### src/rtl/spi_cmd_tx_pkg.sv
// spi_cmd_tx_pkg: frame layout, command codes and FSM state shared by the SPI command link.
package spi_cmd_tx_pkg;
    localparam int FRAME_LEN = 53;
    localparam int WCMD = 8;
    localparam int WPAYLOAD = FRAME_LEN - WCMD;
    localparam int WCOLOR = 6;
    localparam int WPX = 7;
    localparam int WPY = 6;
    localparam int OFF_COLOR = 0;
    localparam int OFF_V0X = OFF_COLOR + WCOLOR;
    localparam int OFF_V1X = OFF_V0X + WPX;
    localparam int OFF_V2X = OFF_V1X + WPX;
    localparam int OFF_V0Y = OFF_V2X + WPX;
    localparam int OFF_V1Y = OFF_V0Y + WPY;
    localparam int OFF_V2Y = OFF_V1Y + WPY;
    localparam logic [WCMD-1:0] CMD_POLY_A = 8'h80;
    localparam logic [WCMD-1:0] CMD_POLY_B = 8'h81;
    localparam logic [WCMD-1:0] CMD_POLY_C = 8'h82;
    localparam logic [WCMD-1:0] CMD_CLR_A = 8'h40;
    localparam logic [WCMD-1:0] CMD_CLR_B = 8'h41;
    localparam logic [WCMD-1:0] CMD_CLR_C = 8'h42;
    localparam logic [WCMD-1:0] CMD_SET_BG = 8'h01;

    typedef enum logic [2:0] {S_IDLE, S_SETUP, S_LOW, S_HIGH, S_HOLD, S_GAP} state_e;

    function automatic int max_of(input int a, input int b);
        return a > b ? a : b;
    endfunction
endpackage

### src/rtl/spi_cmd_tx.sv
// spi_cmd_tx: SPI master that serialises one 53-bit command frame per handshake, LSB first.
module spi_cmd_tx
    import spi_cmd_tx_pkg::*;
#(
    parameter int HALF_DIV = 4,
    parameter int CS_SETUP = 4,
    parameter int CS_HOLD = 6,
    parameter int CS_GAP = 4
) (
    input  logic                clk,
    input  logic                rst,
    input  logic [WCMD-1:0]     cmd_in,
    input  logic [WPAYLOAD-1:0] payload_in,
    input  logic                tx_valid,
    output logic                tx_ready,
    input  logic                tx_allow,
    output logic                busy,
    output logic                done,
    output logic                sck_out,
    output logic                cs_out,
    output logic                mosi_out
);
    localparam int DW = $clog2(max_of(max_of(HALF_DIV, CS_SETUP), max_of(CS_HOLD, CS_GAP))) + 1;
    localparam logic [DW-1:0] HALF_LAST = DW'(HALF_DIV - 1);
    localparam logic [DW-1:0] SETUP_LAST = DW'(CS_SETUP - 1);
    localparam logic [DW-1:0] HOLD_LAST = DW'(CS_HOLD - 1);
    localparam logic [DW-1:0] GAP_LAST = DW'(CS_GAP - 1);
    localparam logic [5:0] LAST_BIT = 6'(FRAME_LEN - 1);

    state_e                 state_q;
    logic [DW-1:0]          div_q;
    logic [DW-1:0]          div_lim;
    logic                   div_end;
    logic [5:0]             bit_q;
    logic [FRAME_LEN-2:0]   rest_q;
    logic                   ready_q, busy_q, done_q, sck_q, cs_q, mosi_q;

    assign div_lim = state_q == S_SETUP ? SETUP_LAST :
                     state_q == S_HOLD  ? HOLD_LAST  :
                     state_q == S_GAP   ? GAP_LAST   : HALF_LAST;
    assign div_end = div_q == div_lim;

    // rest_q holds the not-yet-sent bits; bit 0 is already on mosi when it is loaded
    always_ff @(posedge clk) begin
        if (rst) begin
            state_q <= S_IDLE;
            div_q   <= '0;
            bit_q   <= '0;
            rest_q  <= '0;
            ready_q <= 1'b1;
            busy_q  <= 1'b0;
            done_q  <= 1'b0;
            sck_q   <= 1'b0;
            cs_q    <= 1'b1;
            mosi_q  <= 1'b0;
        end else begin
            done_q <= 1'b0;
            div_q  <= div_end ? '0 : div_q + 1'b1;
            case (state_q)
                S_IDLE: begin
                    div_q <= '0;
                    if (tx_valid && ready_q) begin
                        rest_q  <= {payload_in, cmd_in[WCMD-1:1]};
                        mosi_q  <= cmd_in[0];
                        bit_q   <= '0;
                        cs_q    <= 1'b0;
                        ready_q <= 1'b0;
                        busy_q  <= 1'b1;
                        state_q <= S_SETUP;
                    end
                end
                S_SETUP: if (div_end) state_q <= S_LOW;
                S_LOW: if (div_end) begin
                    if (tx_allow) begin
                        sck_q   <= 1'b1;
                        state_q <= S_HIGH;
                    end else begin
                        div_q <= div_q;
                    end
                end
                S_HIGH: if (div_end) begin
                    sck_q <= 1'b0;
                    if (bit_q == LAST_BIT) begin
                        state_q <= S_HOLD;
                    end else begin
                        bit_q   <= bit_q + 1'b1;
                        mosi_q  <= rest_q[0];
                        rest_q  <= rest_q >> 1;
                        state_q <= S_LOW;
                    end
                end
                S_HOLD: if (div_end) begin
                    cs_q    <= 1'b1;
                    done_q  <= 1'b1;
                    state_q <= S_GAP;
                end
                S_GAP: if (div_end) begin
                    ready_q <= 1'b1;
                    busy_q  <= 1'b0;
                    state_q <= S_IDLE;
                end
                default: state_q <= S_IDLE;
            endcase
        end
    end

    assign tx_ready = ready_q;
    assign busy     = busy_q;
    assign done     = done_q;
    assign sck_out  = sck_q;
    assign cs_out   = cs_q;
    assign mosi_out = mosi_q;
endmodule

### config.mk
export PLATFORM = sky130hd
export DESIGN_NAME = spi_cmd_tx
export DESIGN_NICKNAME = d
export VERILOG_FILES = /design/src/rtl/spi_cmd_tx_pkg.sv /design/src/rtl/spi_cmd_tx.sv
export SDC_FILE = /design/constraint.sdc
export NUM_CORES = 1
export LEC_CHECK = 0
export ABC_AREA = 1
export CAP_MARGIN = 20
export CORE_MARGIN = 2
export CORE_UTILIZATION = 45
export CTS_CLUSTER_SIZE = 12
export DETAILED_ROUTE_END_ITERATION = 8
export GPL_TIMING_DRIVEN = 0
export PLACE_DENSITY = 0.76
export SYNTH_ARGS = -nofsm -noshare
export SYNTH_HDL_FRONTEND = slang
export SYNTH_SLANG_ARGS = --single-unit
### constraint.sdc
create_clock -name clk -period 1.8 [get_ports clk]
set_input_delay 0.18 -clock clk [delete_from_list [all_inputs] [get_ports clk]]
set_output_delay 0.18 -clock clk [all_outputs]
set_load 0.01 [all_outputs]
==> impl_metrics.ini <==
[status]
status = finished, final reports clean

[pwr]
p_leak_nw = 2.29
vdd_ir_drop_max_v = 0.000642
p_per_area_nw_per_um2 = 1410

[floorplanning]
die_w_um = 96.2
core_um2 = 8220
num_rows = 33
ioPinCount = 63
start_util = 0.465
dieArea_um2 = 9250
die_h_um = 96.2

[layout]
multiInputGateArea_um2 = 2170
fill_cells = 760
fin_util = 0.606
syn_to_final_growth_pct = 30.1
seqCellArea_um2 = 1430
diodes = 0
drive_gt1_frac = 0.100
final_cells = 792
nets = 742

[job]
maxCapViolCount = 0

[worst_setup_path]
critical_path.startpoint = state_q[0]
r2r-start = state_q[0]
worstPathRequired_ns = 2.04
critPathLaunchType = flip-flop
critical_path_class = flip-flop to flip-flop
cp.arrival_ns = 1.94
crit_fanout = 10
endpoint_kind = flip-flop

[placed_design]
port_buffers = 62
dp_hpwl_um = 6440
pre_cts_ws_ns = -0.155
place_congestion = 0.835
placed_cells = 768

[cts]
clock_sinks = 71
clock_tree.root_cell = clkbuf_8
htreeDepth = 3
clkLatencyLatePin_ns = 0.35
cts_tree = yes
cts_hold_buf = 0
cts_buffers = 9
clk_pin_slew_ns = 0.08
cts_buffer_depth = 2

[global_route]
antenna_found_initial = 0
grt_start_max_net_pins = 14
grt_pass1_vias = 3583
gr-total-overflow = 0
grt_pass1_wl_um = 15400
track_usage = 0.207

[synthesis]
postSynthNetCount = 661
avgSynthCellArea_um2 = 6.36
synth_warnings = 0
async_flop_share = 0
synthFlopType = dfxtp_1
syn_inst = 601
synth_cell_types = 30
yosys_register_bits = 71
synth_edf_count = 0
ys_seq_area_frac = 0.372
syn_area_um2 = 3820

[timing]
grt_setup_unrepaired = yes
period_share = 0.940
setup_ws_ns = 0.109
worstMarginPinSlew_ns = 0.544
max_slew_margin = 0.638
slew_violations = 0
max_freq_mhz = 591
hold_viol = 0
fin_crit_ns = 1.69
setup_viol = 0
fin_skew_ns = 0.0140
hold_slack_ns = 0.446

[routing]
drc = 0
drt-initial-drc-count = 135
vias = 3895
post_drt_via_cell_ratio = 4.92
ant_nets = 0
first_pass_iters = 4
wl_per_cell_um = 11.9
drt-total-wl_um = 9400

[worst_hold_path]
holdCritPathClass = flip-flop to flip-flop
hold_path_startpoint = sck_out
==> final timing paths <==
path | end | cells past startpoint | slack, ns
setup / recovery | rest_q[38] | 11 | 0.11
hold / removal | sck_out | 2 | 0.45
setup reg to reg | rest_q[38] | 11 | 0.11
hold reg to reg | sck_out | 2 | 0.45
==> metrics by stage <==
step / cell area (um^2) / total power, mW / setup TNS, ns
floorplan: 3820 / 4.53 / 0
global placement: 4580 / 5.17 / -6.15
detailed placement: 4580 / 5.28 / -6.36
CTS: 4840 / 6.76 / 0
global route: 4980 / 7.58 / -0.0866
finish: 4980 / 7.02 / 0
==> layout make-up <==
cell class                      count  area share
Multi-Input combinational cell    473       0.437
Sequential cell                    71       0.286
Timing Repair Buffer               70       0.137
Buffer                             38      0.0541
Tap cell                          105      0.0264
Clock buffer                        9      0.0249
Clock inverter                      7      0.0196
Inverter                           19      0.0153
==> per-layer routing <==
layer / share of wire / track usage / vias up
li1: - / - / 2025
met1: 0.48 / 0.267 / 1776
met2: 0.46 / 0.350 / 77
met3: 0.047 / 0.0298 / 17
met4: 0.017 / 0.0774 / 0
met5: 0 / 0 / -
==> cells in the final DEF, fill, tap and decap left out, types with 4 or more instances in the layout <==
cell / Yosys / routed
clkdlybuf4s50_1: 0 / 62
nand3b_1: 53 / 53
clkbuf_8: 0 / 9
nand4_1: 4 / 4
clkbuf_1: 12 / 5
a21oi_1: 12 / 12
buf_6: 0 / 10
o21ai_0: 4 / 4
inv_1: 18 / 17
buf_4: 9 / 11
nand2_1: 242 / 241
dfxtp_1: 71 / 70
clkbuf_2: 0 / 7
nand3_1: 16 / 15
buf_2: 14 / 7
nor2_1: 119 / 119
==> flip-flops by register name (all words and copies together), names as in the netlist <==
| name | cells |
|---|---|
| done | 1 |
| div_q | 4 |
| sck_out | 1 |
| tx_ready | 1 |
| mosi_out | 1 |
| state_q | 3 |
| rest_q | 52 |
| busy | 1 |
| cs_out | 1 |
| bit_q | 6 |
==> kinds of logic after synthesis <==
logic type                 share of synthesized area
adders and majority gates                    0.00982
buffers and inverters                         0.0694
xor gates and xnor gates                      0.0115
AOI/OAI and AO/OA                             0.0344
DFF                                            0.372
and+or+nand+nor                                0.503
==> cells in the mapped netlist, types with 3 or more instances <==
master    count  share of area
nor2_1      119           0.12
clkbuf_1     12          0.012
nand2_1     242           0.24
xor2_1        3         0.0069
o21ai_0       4         0.0052
a21oi_1      12          0.016
buf_4         9          0.018
nand2_2       3         0.0049
inv_1        18          0.018
dfxtp_1      71           0.37
nand4_1       4         0.0065
buf_2        14          0.018
nand3b_1     53           0.10
nand3_1      16          0.021
buf_1         3         0.0029
ha_1          3         0.0098
==> critical path, cell delays in order, from the launching register on <==
cell      delay, ns
dfxtp_1        0.32
buf_4          0.17
nor2_4         0.15
nand2_1        0.12
nand2_2        0.09
nand3_4        0.11
nand2_4        0.13
buf_8          0.15
buf_6          0.14
nand3b_1       0.09
nand2_1        0.07
nor2_1         0.05
==> timing repair <==
item                       4_1_cts  5_1_grt
resized for setup               11       38
pin swaps                        2        6
hold endpoints to repair         0        0
setup endpoints to repair       55       58
setup buffers                    1        7
==> report_power, final <==
group	leakage [nW]	switching [mW]	internal, mW
sequential	0.587	0.258	2.08
combinational	1.60	1.87	1.40
clock	0.105	0.630	0.782
total	2.29	2.76	4.27
No activity file was read; power rests on OpenSTA's default activity.
